`src/rtl/fetch_pkg.sv`:
```
// Shared types and constants for the instruction fetch queue.
// Latency: n/a (declarations only).
// Backpressure: n/a.
package fetch_pkg;

  // Default instruction memory depth in 32-bit words.
  localparam int INSTR_NUM  = 256;
  // Byte/word conversion.
  localparam int WORD_BYTES = 4;
  localparam int WORD_SHIFT = 2;

  typedef enum logic {
    FETCH = 1'b0,
    HALT  = 1'b1
  } fetch_state_e;

  // One prefetched instruction together with the byte PC it came from.
  typedef struct packed {
    logic [31:0] pc;
    logic [31:0] instr;
  } fetch_entry_t;

  // Force a byte address onto a word boundary.
  function automatic logic [31:0] word_align(input logic [31:0] addr);
    return {addr[31:2], 2'b00};
  endfunction

endpackage

```
`src/rtl/fetch_fifo.sv`:
```
// Synchronous FIFO holding prefetched {pc, instr} entries; flush beats push/pop.
// Latency: a push is visible at head_o the cycle after it is written.
// Backpressure: none internally; pushes into a full FIFO without a pop are dropped.
module fetch_fifo
  import fetch_pkg::*;
#(
  parameter  int DEPTH = 4,
  localparam int PW    = $clog2(DEPTH),
  localparam int CW    = PW + 1
) (
  input  logic          clk_i,
  input  logic          rst_i,
  input  logic          flush_i,
  input  logic          push_i,
  input  fetch_entry_t  push_dat_i,
  input  logic          pop_i,
  output logic [CW-1:0] count_o,
  output fetch_entry_t  head_o
);

  logic [PW-1:0] wr_ptr_q, wr_ptr_d;
  logic [PW-1:0] rd_ptr_q, rd_ptr_d;
  logic [CW-1:0] count_q, count_d;
  fetch_entry_t  mem_q [DEPTH];
  logic          do_push;
  logic          do_pop;

  // Qualify push/pop against occupancy and compute next pointers/count.
  always_comb begin
    do_pop   = pop_i && (count_q != '0);
    do_push  = push_i && ((count_q != CW'(DEPTH)) || do_pop);
    wr_ptr_d = wr_ptr_q;
    rd_ptr_d = rd_ptr_q;
    count_d  = count_q;
    if (flush_i) begin
      wr_ptr_d = '0;
      rd_ptr_d = '0;
      count_d  = '0;
    end else begin
      if (do_push) wr_ptr_d = wr_ptr_q + PW'(1);
      if (do_pop)  rd_ptr_d = rd_ptr_q + PW'(1);
      if (do_push && !do_pop) count_d = count_q + CW'(1);
      if (do_pop && !do_push) count_d = count_q - CW'(1);
    end
  end

  // Pointer and occupancy registers.
  always_ff @(posedge clk_i) begin
    if (!rst_i) begin
      wr_ptr_q <= '0;
      rd_ptr_q <= '0;
      count_q  <= '0;
    end else begin
      wr_ptr_q <= wr_ptr_d;
      rd_ptr_q <= rd_ptr_d;
      count_q  <= count_d;
    end
  end

  // Entry storage; contents are only meaningful while counted, so no reset.
  always_ff @(posedge clk_i) begin
    if (!flush_i && do_push) mem_q[wr_ptr_q] <= push_dat_i;
  end

  assign count_o = count_q;
  assign head_o  = mem_q[rd_ptr_q];

endmodule

```
`src/rtl/instr_fetch_queue.sv`:
```
// Sequential instruction fetch with prefetch queue; FETCH_BOUNDS_CHECK_EN halts on out-of-range PC.
// Latency: request to instr_valid_o is 2 cycles; redirect to target valid is 3 cycles.
// Backpressure: instr_ready_i low fills the queue, then requests stop until space frees.
module instr_fetch_queue #(
  parameter int INSTR_NUM   = fetch_pkg::INSTR_NUM,
  parameter int QUEUE_DEPTH = 4
) (
  input  logic        clk_i,
  input  logic        rst_i,
  output logic        imem_req_o,
  output logic [31:0] imem_addr_o,
  input  logic [31:0] imem_data_i,
  input  logic        redirect_i,
  input  logic [31:0] redirect_pc_i,
  output logic        instr_valid_o,
  output logic [31:0] instr_o,
  output logic [31:0] instr_pc_o,
  input  logic        instr_ready_i,
  output logic        fetch_fault_o
);
  import fetch_pkg::*;

  localparam int CW = $clog2(QUEUE_DEPTH) + 1;

  fetch_state_e  state_q, state_d;
  logic [31:0]   fetch_pc_q, fetch_pc_d;
  logic          inflight_q, inflight_d;
  logic [31:0]   inflight_pc_q, inflight_pc_d;
  logic          kill_q, kill_d;

  logic [CW-1:0] fifo_count;
  fetch_entry_t  fifo_head;
  fetch_entry_t  push_dat;
  logic [CW-1:0] occ;
  logic          want;
  logic          in_range;
  logic          req;
  logic          push;
  logic          pop;
  logic [29:0]   mem_idx;

  // Request decision: room counts the word still in flight, redirect suppresses.
  always_comb begin
    occ = fifo_count + CW'(inflight_q);
`ifdef FETCH_BOUNDS_CHECK_EN
    in_range = fetch_pc_q[31:2] < 30'(INSTR_NUM);
    mem_idx  = fetch_pc_q[31:2];
`else
    in_range = 1'b1;
    mem_idx  = fetch_pc_q[31:2] % 30'(INSTR_NUM);
`endif
    want = rst_i && (state_q == FETCH) && (occ < CW'(QUEUE_DEPTH)) && !redirect_i;
    req  = want && in_range;
  end

  // FSM next state: redirect always returns to FETCH; an out-of-range fetch parks in HALT.
  always_comb begin
    state_d = state_q;
    if (redirect_i) begin
      state_d = FETCH;
    end
`ifdef FETCH_BOUNDS_CHECK_EN
    else if (want && !in_range) begin
      state_d = HALT;
    end
`endif
  end

  // FSM state register.
  always_ff @(posedge clk_i) begin
    if (!rst_i) state_q <= FETCH;
    else        state_q <= state_d;
  end

  // Fetch PC, in-flight tracking and response kill; redirect wins over everything.
  always_comb begin
    fetch_pc_d    = fetch_pc_q;
    inflight_d    = req;
    inflight_pc_d = inflight_pc_q;
    kill_d        = 1'b0;
    if (redirect_i) begin
      fetch_pc_d = word_align(redirect_pc_i);
      kill_d     = inflight_q;
    end else if (req) begin
      fetch_pc_d    = fetch_pc_q + 32'(WORD_BYTES);
      inflight_pc_d = fetch_pc_q;
    end
  end

  // Fetch datapath registers.
  always_ff @(posedge clk_i) begin
    if (!rst_i) begin
      fetch_pc_q    <= '0;
      inflight_q    <= 1'b0;
      inflight_pc_q <= '0;
      kill_q        <= 1'b0;
    end else begin
      fetch_pc_q    <= fetch_pc_d;
      inflight_q    <= inflight_d;
      inflight_pc_q <= inflight_pc_d;
      kill_q        <= kill_d;
    end
  end

  // Response capture and consumer handshake; flush priority lives in the FIFO.
  always_comb begin
    push           = inflight_q && !kill_q;
    push_dat.pc    = inflight_pc_q;
    push_dat.instr = imem_data_i;
    pop            = instr_valid_o && instr_ready_i;
  end

  fetch_fifo #(
    .DEPTH (QUEUE_DEPTH)
  ) u_fifo (
    .clk_i      (clk_i),
    .rst_i      (rst_i),
    .flush_i    (redirect_i),
    .push_i     (push),
    .push_dat_i (push_dat),
    .pop_i      (pop),
    .count_o    (fifo_count),
    .head_o     (fifo_head)
  );

  assign imem_req_o    = req;
  assign imem_addr_o   = req ? (32'(mem_idx) << WORD_SHIFT) : '0;
  // Head fields are masked while empty so stale storage never shows.
  assign instr_valid_o = (fifo_count != '0);
  assign instr_o       = instr_valid_o ? fifo_head.instr : '0;
  assign instr_pc_o    = instr_valid_o ? fifo_head.pc : '0;
`ifdef FETCH_BOUNDS_CHECK_EN
  assign fetch_fault_o = (state_q == HALT);
`else
  assign fetch_fault_o = 1'b0;
`endif

endmodule

```
`config.mk`:
```
export PLATFORM = sky130hd
export DESIGN_NAME = instr_fetch_queue
export DESIGN_NICKNAME = d
export VERILOG_FILES = /design/src/rtl/fetch_pkg.sv /design/src/rtl/fetch_fifo.sv /design/src/rtl/instr_fetch_queue.sv
export SDC_FILE = /design/constraint.sdc
export NUM_CORES = 1
export LEC_CHECK = 0
export CELL_PAD_IN_SITES_DETAIL_PLACEMENT = 1
export CELL_PAD_IN_SITES_GLOBAL_PLACEMENT = 1
export CORE_ASPECT_RATIO = 2
export CORE_MARGIN = 3
export CORE_UTILIZATION = 45
export CTS_CLUSTER_DIAMETER = 100
export DETAILED_ROUTE_END_ITERATION = 6
export PLACE_DENSITY_LB_ADDON = 0.08
export SYNTH_ARGS = -nofsm -noshare
export SYNTH_HDL_FRONTEND = slang
export SYNTH_SLANG_ARGS = --single-unit
```
`constraint.sdc`:
```
create_clock -name clk_i -period 7.1 [get_ports clk_i]
set_input_delay 0.71 -clock clk_i [delete_from_list [all_inputs] [get_ports clk_i]]
set_output_delay 0.71 -clock clk_i [all_outputs]
set_load 0.1 [all_outputs]
```
# Word-level counts from Yosys, hierarchy flattened
# Memory sizes are Yosys's and may differ from the RTL's. A register that Yosys moved wholly into a read port is not among the register bits.
# Index checks and enable logic that the tools add are counted.
[classes]
add_sub_neg = 6
n_lt_le_gt_ge = 1
eq_ne = 1
n_mux = 11
bitwise_logic = 2
n_reduce_logical = 20
[op_table]
columns = ["op", "n"]
rows = [
  ["2-to-1 mux 32 bit", 4],
  ["adder 32 x 3 -> 32 bit (second input constant)", 1],
  ["2-to-1 mux 10 bit", 1],
  ["logical AND 1 bit", 9],
  ["2-to-1 mux 3 bit", 2],
  ["adder 2 x 1 -> 2 bit (second input constant)", 2],
  ["zero test 1 bit", 4],
  ["2-to-1 mux 2 bit", 2],
  ["AND reduction 2 bit", 2],
  ["nonzero test 2 bit", 2],
  ["adder 3 x 1 -> 3 bit", 1],
  ["adder 3 x 1 -> 3 bit (second input constant)", 1],
  ["less-than comparator 3 bit (second input constant)", 1],
  ["!= test 3 bit (second input constant)", 1],
  ["nonzero test 3 bit", 1],
  ["subtractor 3 x 1 -> 3 bit (second input constant)", 1],
  ["2-to-1 mux 1 bit", 2],
  ["NOT 1 bit", 2],
  ["OR reduction 2 bit", 1],
  ["logical OR 1 bit", 1],
]
[totals]
reg_bits = 73
ram_bits = 256
input_bits = 68
output_inout_bits = 99
elab_cells = 50
mem_count = 1
[mem_list]
columns = ["memory", "depth", "word_bits", "rd", "rd_clocked_by_memory_dff", "write_ports", "line_no", "text"]
rows = [
  ["u_fifo.mem_q", 4, 64, 1, 1, 1, "fetch_fifo.sv:24", "fetch_entry_t mem_q [DEPTH];"],
]

# Logic depth before layout (Yosys ltp)
# Gate-level depths: netlist of the first run.
[logic_depth]
word_depth = 8
mapped_depth = 8
depth_no_buf = 8

# Cells and area by module
# A second synthesis of the first run with hierarchy kept.
[unflattened]
cells_unflattened = 857
hier_area_um2 = 13302.8
[modules_own_cells]
columns = ["module", "n_inst", "cells_each", "area_per_inst_um2", "seq_area_each_um2"]
rows = [
  ["fetch_fifo", 1, 400, 9829.4, 7867.5],
  ["instr_fetch_queue", 1, 457, 3473.3, 1241.2],
]

# Least setup slack after synthesis of the first run
# Ideal clock, no wire load.
[synth_path]
path_type = "input port to output port"
from = "input redirect_i"
to = "output imem_addr_o[8]"
arrival_time_ns = 2.788
t_required_ns = 6.390
slack_ns = 3.602
stages = 6
n_path_buf = 3
cell_sequence = "clkbuf_1 -> inv_1 -> clkbuf_1 -> nand2_1 -> clkbuf_1 -> nor2_1"
[synth_between]
elab_chain_cells = 3
[synth_rtl]
columns = ["element", "line_no", "text"]
rows = [
  ["start, declared", "instr_fetch_queue.sv:13", "input logic redirect_i,"],
  ["zero test 1 bit", "instr_fetch_queue.sv:52", "want = rst_i && (state_q == FETCH) && (occ < CW'(QUEUE_DEPTH)) && !redirect_i;"],
  ["logical AND 1 bit", "instr_fetch_queue.sv:52", ""],
  ["2-to-1 mux 10 bit", "instr_fetch_queue.sv:127", "assign imem_addr_o = req ? (32'(mem_idx) << WORD_SHIFT) : '0;"],
  ["end, declared", "instr_fetch_queue.sv:11", "output logic [31:0] imem_addr_o,"],
]
# Every way passes these cells.

==> results of run 1 <==
==> power by group through the flow <==
stage	clock network, mW	logic [mW]	registers [mW]
after floorplan	0	0.261	2.09
after global placement	0	0.336	2.10
after detailed placement	0	0.343	2.10
after CTS	1.64	0.344	2.06
after global routing	1.71	0.359	2.07
final	1.59	0.340	2.06
==> cells in the mapped netlist (5+ instances only) <==
library cell	count	area (sq um)
xnor2_1	24	210
nand3_1	11	55.1
nand2_1	59	221
and2_1	73	457
o21ai_0	30	150
nor3_1	7	35.0
inv_1	12	45.0
mux4_2	62	1400
xor2_1	6	52.6
ha_1	5	62.6
and4_1	6	52.6
nor4_1	7	43.8
o21a_1	9	67.6
clkbuf_1	30	113
nor2_1	15	56.3
a21boi_0	22	165
and3_1	14	87.6
a21oi_1	26	130
buf_4	28	210
buf_2	11	55.1
dfxtp_1	71	1420
edfxtp_1	248	7450
==> flip-flops by register name (all words and copies together) (netlist names), named ones only <==
| name | flops |
|---|---|
| kill_q | 1 |
| u_fifo.rd_ptr_q | 2 |
| u_fifo.count_o | 3 |
| u_fifo.wr_ptr_q | 2 |
| fetch_pc_q | 30 |
| inflight_pc_q | 30 |
| u_fifo.mem_q | 248 |
| inflight_q | 1 |
==> cell families (layout without fill, tap and decap cells) <==
family	after synthesis	count (layout)
multiplexers	64	64
XOR/XNOR	30	30
AND/OR/NAND/NOR	210	210
AO/OA/AOI/OAI	100	100
flip-flops	319	319
adder cells (fa/ha/maj)	6	6
buffers and inverters	84	210
other	1	27
==> metal layers <==
| metal | routed length, microns | up-vias |
|---|---|---|
| met4 | 380 | 0 |
| met2 | 15100 | 159 |
| met3 | 1070 | 25 |
| met5 | 0 | - |
| met1 | 10200 | 3553 |
| li1 | - | 3282 |
==> stage by stage <==
stage          setup WS, ps  instance area [sq um]
2_1_floorplan          3600                  12900
3_3_place_gp           2650                  14400
3_5_place_dp           2620                  14400
4_1_cts                2460                  15400
5_1_grt                2330                  15400
6_report               2630                  15400
==> cell type report <==
class                   count  share of cell area, %
inverters                  12                  0.293
multi-input cells         437                   23.6
clock inverters            15                   1.31
clock buffers              36                   4.95
well taps                 352                   2.86
flip-flops and latches    319                   57.6
repair buffers            147                   9.35
==> critical path, delay by kind of cell (launching register included) <==
family        cells  cell delay, ps
buf+inv           2            1540
simple gates      1             200
mux               1             560
flops             1             900
==> worst paths after layout <==
check / end / slack (ps) / depth (start not counted)
setup / recovery: instr_pc_o[30] / 2630 / 4
hold / removal: inflight_pc_q[31] / 500 / 2
setup reg to reg: u_fifo.count_o[2] / 4410 / 9
hold reg to reg: inflight_pc_q[31] / 500 / 2
==> out/qor.yml, run 1 <==
cp_cell_sequence: "buf_4 > mux4_2 > and2_1 > clkdlybuf4s50_1"
antenna_found_initial: 0
ctsHoldBuffers: 0
ys_types: 47
finClkSkew_ps: 11.5
grt_pass1_wl_microns: 42800
synthCells: 814
pwr-share-clk_pct: 39.7
cts_resized: 0
place.gp.congestion: 0.753
setup_violations: 0
placementRows: 86
dp_hpwl_microns: 16900
fin_crit_sh_pct: 63.0
grt_setup_unrepaired: "no"
synth_edf_count: 248
cts_tree: "yes"
hold_viol: 0
end_kind: "output pin"
hp-class: "reg2reg"
fillers: 2659
cts_inserted_buffers: 28
drv_slew: 0
worstSetupPathType: "reg2out"
path_max_fanout: 40
htree_num_levels: 1
critPathLaunchType: "register"
yosys.area_share.simple_pct: 8.99
diodes: 0
vias: 7019
clk_pin_slew_ps: 60
core_area_sq_um: 27900
power_density_nw_per_um2: 259
layout.nets: 1019
placed_cells: 1267
power_frac_comb_pct: 8.5
grtUsageMet2_pct: 33.9
ys_warn_count: 0
start_util_pct: 46.1
drtPass1Iterations: 4
max_freq_mhz: 224
cts_max_path_buffers: 3
syn_avg_cell_area_sq_um: 15.8
synth_ff_type: "edfxtp_1"
grt_util_all_layers_pct: 17.4
final_cell_mix: "248 x edfxtp_1, 135 x clkdlybuf4s50_1, 73 x and2_1, 69 x dfxtp_1, 62 x mux4_2"
cts_setup_buffers: 0
r2r-start: "u_fifo.count_o[2]"
area_growth_pct: 20.0
cp_slowest_cell: "clkdlybuf4s50_1"
power_switching_mw: 0.917
seqPwrFrac_pct: 51.7
drtIter0Drc: 379
worstHoldStart: "fetch_pc_q[31]"
die_x_microns: 125
wl_microns: 26700
max_slew_margin_pct: 28.7
die-area_sq_um: 30700
grtUsageMet1_pct: 19.8
ios: 167
use_met3_pct: 2.18
grt_overflow_total: 0
ys_async_sr_fraction_pct: 0
finalNonFillerCells: 1318
maxCapViolations: 0
portBuffers: 137
drc: 0
cts_root_buf: "clkbuf_16"
ant_nets: 0
synth.mux.area_fraction_pct: 11.0
layout-drive-gt1-share_pct: 13.1
insertion_delay_ps: 540
p_sw_share_pct: 23.0
multi_input_area_sq_um: 3640
cp.arrival_ps: 3760
setup_tns_ps: 0
synth_compound_area_share_pct: 4.77
p_leak_nw: 5.12
synthAdderAreaFrac_pct: 0.643
final_util_pct: 55.2
min_period_ps: 4470
synth-seq-cells: 319
busiest_layer: "met2"
synth_xor_xnor_area_share_pct: 2.05
grt_max_degree: 68
fin_total_pwr_mw: 3.99
grt_pass1_vias: 7817
seqCellArea_sq_um: 8870
synth_top_family_by_area: "multiplexers"
outcome: "finished, final reports clean"
die_h_microns: 245
crit_required_ps: 6390
worst_pin_slew_ps: 1060
cts_sinks: 319
internal_power_mw: 3.07
vias_per_cell: 5.33
cpPeakStageDelay_ps: 980
yosysSeqAreaShare_pct: 69.1
wl_per_cell_microns: 20.3
final_common_cell: "edfxtp_1"
hold_ws_ps: 498
netlist_area_sq_um: 12800
ir_worst_vdd_v: 0.000180
Power figures use the tool's default switching activity.
==> run 2: changes to the inputs <==
CORE_UTILIZATION = 42   (was 45)
clock period = 3.8 ns   (was 7.1 ns; I/O delays follow)
==> out/qor.yml, run 2 (synthesis gave the netlist of run 1 again) <==
ctsHoldBuffers: 0  # unchanged
cp.arrival_ps: 2750  # -1010 ps
grt_pass1_wl_microns: 42600  # -0.36%
area_growth_pct: 20.4
rrSetupSlack_ps: 1390  # -3020 ps
ir_worst_vdd_v: 0.000358  # +100%
antenna_found_initial: 0  # unchanged
r2r-end: "inflight_pc_q[17]"
drtIter0Drc: 447  # +18%
die_h_microns: 253  # +3.4%
die_x_microns: 130  # +3.3%
wl_per_cell_microns: 20.4  # +0.47%
power_density_nw_per_um2: 483  # +87%
die-area_sq_um: 32800  # +6.9%
cts_tree: "yes"
diodes: 0  # unchanged
hold_viol: 0  # unchanged
grt_max_degree: 66  # -2.9%
cts_setup_buffers: 0  # unchanged
worstSetupPathType: "reg2out"
end_kind: "output pin"
grt_setup_unrepaired: "no"
grt_pass1_vias: 7776  # -0.52%
portBuffers: 137  # unchanged
insertion_delay_ps: 540  # about the same
dp_hpwl_microns: 17100  # +1.4%
worst_pin_slew_ps: 1170  # +104 ps
largest_register_ffs: 248  # unchanged
min_period_ps: 3130
critPathLaunchType: "register"
max_slew_margin_pct: 22.0  # -6.7 points
maxCapViolations: 0  # unchanged
htree_num_levels: 1  # unchanged
regMostFlops: "u_fifo.mem_q"
outcome: "finished, final reports clean"
p_leak_nw: 5.33  # +3.9%
endpoint: "instr_valid_o"
hp-class: "in2reg"
crit_required_ps: 3420  # -2970 ps
vias: 7029  # +0.14%
reg_top3: "u_fifo.mem_q x248, fetch_pc_q x30, inflight_pc_q x30"
fin_crit_sh_pct: 82.3
drv_slew: 0  # unchanged
setup_violations: 0  # unchanged
r2r-start: "u_fifo.count_o[1]"
cts_root_buf: "clkbuf_16"
cpPeakStageDelay_ps: 1160  # +180 ps
vias_per_cell: 5.27  # -1.1%
layout-drive-gt1-share_pct: 20.8  # +7.7 points
max_freq_mhz: 320
layout.nets: 1022  # +0.29%
wl_microns: 27200  # +1.7%
start_util_pct: 43.0  # -3.0 points
worstRegToRegCells: 7  # -2
drtPass1Iterations: 4  # unchanged
cp_cell_sequence: "or3_2 > clkdlybuf4s50_1"
final_common_cell: "edfxtp_1"
cts_sinks: 319  # unchanged
ios: 167  # unchanged
ant_nets: 0  # unchanged
cts_resized: 0  # unchanged
setup_tns_ps: 0  # unchanged
fin_total_pwr_mw: 7.46  # +87%
place.gp.congestion: 0.772  # +2.4%
cts_max_path_buffers: 3  # unchanged
core_area_sq_um: 29800  # +7.1%
worstHoldStart: "redirect_pc_i[10]"
grt_overflow_total: 0  # unchanged
finClkSkew_ps: 18.6  # +7.08 ps
cp_slowest_cell: "clkdlybuf4s50_1"
cp-startpoint: "u_fifo.count_o[0]"
cts_inserted_buffers: 28  # unchanged
placementRows: 89  # +3.5%
drc: 0  # unchanged
clk_pin_slew_ps: 70  # about the same
grt_util_all_layers_pct: 16.5  # -0.81 points
final_cell_mix: "248 x edfxtp_1, 73 x and2_1, 69 x dfxtp_1, 69 x buf_4, 65 x clkdlybuf4s50_1"
path_max_fanout: 20  # -50%
-- run 2: changes by cell type in the layout (fill, tap and decap cells not counted) --
cell / change
buf_12: +15
buf_4: +58
clkdlybuf4s50_1: -70
clkinv_1: -1
clkinv_2: +3
clkinvlp_2: +1
clkinvlp_4: -1
inv_6: -1
-- run 2: layer usage --
metal | GRT usage, % | vias to the layer above | wire length [microns]
met3 | 2.17 | 40 | 1070
li1 | - | 3287 | -
met2 | 31.2 | 156 | 15100
met4 | 5.47 | 0 | 753
met1 | 18.9 | 3546 | 10200
met5 | 0 | - | 0
-- run 2: cell type report --
| cell class | count | area, sq um |
|---|---|---|
| tap | 364 | 455 |
| sequential | 319 | 8870 |
| clock inverter | 16 | 201 |
| inverter | 12 | 45.0 |
| multi-input combinational | 437 | 3640 |
| timing repair buffer | 150 | 1470 |
| clock buffer | 36 | 762 |
| fill | 2886 | 14400 |
-- run 2: power by group --
group          switching, mW  internal [mW]
combinational          0.459          0.185
sequential            0.0508           3.80
clock                   1.21           1.75
-- run 2: critical path: cells and delay by family, from the launching register on --
| kind | cells | cell delay, ps |
|---|---|---|
| flops | 1 | 360 |
| simple gates | 1 | 700 |
| buf+inv | 1 | 1160 |
-- run 2: per-stage QoR --
step | instances | area, sq um | setup WS (ps) | hold slack [ps] | util, %
2_1_floorplan | 840 | 12900 | 721 | 452 | -
5_1_grt | 1334 | 15400 | 558 | 462 | 51.8
3_3_place_gp | 1282 | 14500 | 1180 | 473 | 48.5
4_1_cts | 1334 | 15400 | 600 | 435 | 51.8
3_5_place_dp | 1282 | 14500 | 1120 | 487 | 48.5
6_report | 1334 | 15400 | 671 | 462 | 51.8
-- run 2: worst min path at each step --
stage | end | slack, ps | depth (start not counted)
5_1_grt | fetch_pc_q[18] | 460 | 3
2_1_floorplan | u_fifo.mem_q[0][34] | 450 | 0
4_1_cts | fetch_pc_q[10] | 440 | 3
3_3_place_gp | u_fifo.mem_q[2][58] | 470 | 0
6_report | fetch_pc_q[10] | 460 | 3
3_5_place_dp | u_fifo.mem_q[2][55] | 490 | 0
==> run 3: changes to the inputs <==
CORE_UTILIZATION = 45   (was 42)
clock period = 2.9 ns   (was 3.8 ns; I/O delays follow)
==> out/qor.yml, run 3 (synthesis gave the netlist of run 1 again) <==
fin_crit_sh_pct: 92.4
vias: 7070  # +0.58%
diodes: 0  # unchanged
setup_tns_ps: 0  # unchanged
htree_num_levels: 1  # unchanged
worstSetupPathType: "reg2out"
hold_viol: 0  # unchanged
critPathLaunchType: "register"
max_slew_margin_pct: 62.3  # +40 points
placementRows: 86  # -3.4%
worstHoldStart: "rst_i"
die_x_microns: 125  # -3.2%
cts_setup_buffers: 0  # unchanged
hp-class: "in2reg"
dp_hpwl_microns: 17900  # +4.6%
layout.nets: 1027  # +0.49%
grt_pass1_wl_microns: 43200  # +1.4%
cts_sinks: 319  # unchanged
crit_required_ps: 2610  # -810 ps
ir_worst_vdd_v: 0.000394  # +9.9%
final_cell_mix: "248 x edfxtp_1, 73 x and2_1, 69 x dfxtp_1, 64 x clkdlybuf4s50_1, 63 x buf_4"
drv_slew: 0  # unchanged
portBuffers: 137  # unchanged
p_leak_nw: 5.40  # +1.3%
largest_register_ffs: 248  # unchanged
setup_slack_ps: 221  # -449 ps
final_common_cell: "edfxtp_1"
die_h_microns: 245  # -3.3%
placement.cell_area_sq_um: 14700  # +1.2%
place.gp.congestion: 0.771  # about the same
place_ws_ps: 425  # -699 ps
regMostFlops: "u_fifo.mem_q"
r2r-start: "u_fifo.count_o[0]"
finClkSkew_ps: 8.42  # -10.1 ps
cts_max_path_buffers: 3  # unchanged
outcome: "finished, final reports clean"
maxCapViolations: 0  # unchanged
die-area_sq_um: 30700  # -6.4%
insertion_delay_ps: 540  # about the same
reg_top3: "u_fifo.mem_q x248, fetch_pc_q x30, inflight_pc_q x30"
setup_violations: 0  # unchanged
drtPass1Iterations: 7  # +3
cts_inserted_buffers: 28  # unchanged
wl_per_cell_microns: 20.5  # +0.46%
core_area_sq_um: 27900  # -6.6%
antenna_found_initial: 0  # unchanged
grt_pass1_vias: 7824  # +0.62%
min_period_ps: 2680
end_kind: "output pin"
cp.arrival_ps: 2390  # -360 ps
grt_setup_unrepaired: "no"
power_density_nw_per_um2: 626  # +30%
finalInstanceArea_sq_um: 15600  # +1.3%
path_max_fanout: 33  # +65%
grt_util_all_layers_pct: 17.7  # +1.1 points
grt_overflow_total: 0  # unchanged
layout-drive-gt1-share_pct: 21.9  # +1.1 points
grt_max_degree: 63  # -4.5%
start_util_pct: 46.1  # +3.0 points
worst_pin_slew_ps: 563  # -603 ps
wl_microns: 27100  # about the same
drtIter0Drc: 390  # -13%
cts_tree: "yes"
area_growth_pct: 21.9
ant_nets: 0  # unchanged
max_freq_mhz: 373
cts_root_buf: "clkbuf_16"
vias_per_cell: 5.33  # +1.1%
ios: 167  # unchanged
clk_pin_slew_ps: 60  # about the same
drc: 0  # unchanged
[run 3: cell count changes in the layout (fill, tap and decap cells not counted), moves of 2 or more]
cell      delta
buf_12      +12
buf_4        -6
clkbuf_8     +3
clkinv_1     -3
clkinv_4     +2
[run 3: cell type report]
class | count | area (sq um)
Tap cell | 352 | 440
Fill cell | 2691 | 12200
Clock buffer | 38 | 800
Inverter | 12 | 45.0
Multi-Input combinational cell | 437 | 3640
Clock inverter | 14 | 184
Sequential cell | 319 | 8870
Timing Repair Buffer | 155 | 1660
[run 3: stage by stage]
step	power (mW)	hold slack, ps	std cells	util, %
after floorplan	5.76	389	840	-
after global placement	5.99	476	1275	52.6
after global routing	10.1	138	1327	56.1
final	9.80	139	1327	56.1
after CTS	9.92	110	1327	56.1
after detailed placement	6.02	484	1275	52.6
[run 3: what timing repair did]
item                                    4_1_cts  5_1_grt
hold buffers                                  0        0
resized for setup                             1        2
endpoints found under the setup margin        1        4
[run 3: final timing paths]
kind	endpoint	depth (start not counted)	slack [ps]
worst min register to register	inflight_pc_q[31]	2	490
worst max-delay path	instr_pc_o[30]	4	220
worst min-delay path	inflight_pc_q[14]	2	140
worst max register to register	u_fifo.count_o[2]	8	650
[run 3: power breakdown]
part,internal [mW],switching (mW),total [mW]
registers,4.98,0.0664,5.05
clock network,2.30,1.59,3.89
logic,0.256,0.606,0.862
[run 3: worst max-delay path, stage by stage (launching register included)]
cell and delay (ps):
dfxtp_4 520, buf_12 320, mux4_2 610, and2_1 220
buf_12 170
[run 3: metal layers]
metal | share of wire (%) | track usage, % | up-vias
met5 | 0 | 0 | -
met4 | 2.1 | 5.04 | 0
met3 | 3.7 | 2.26 | 37
met2 | 56 | 34.3 | 168
met1 | 38 | 20.0 | 3576
li1 | - | - | 3289
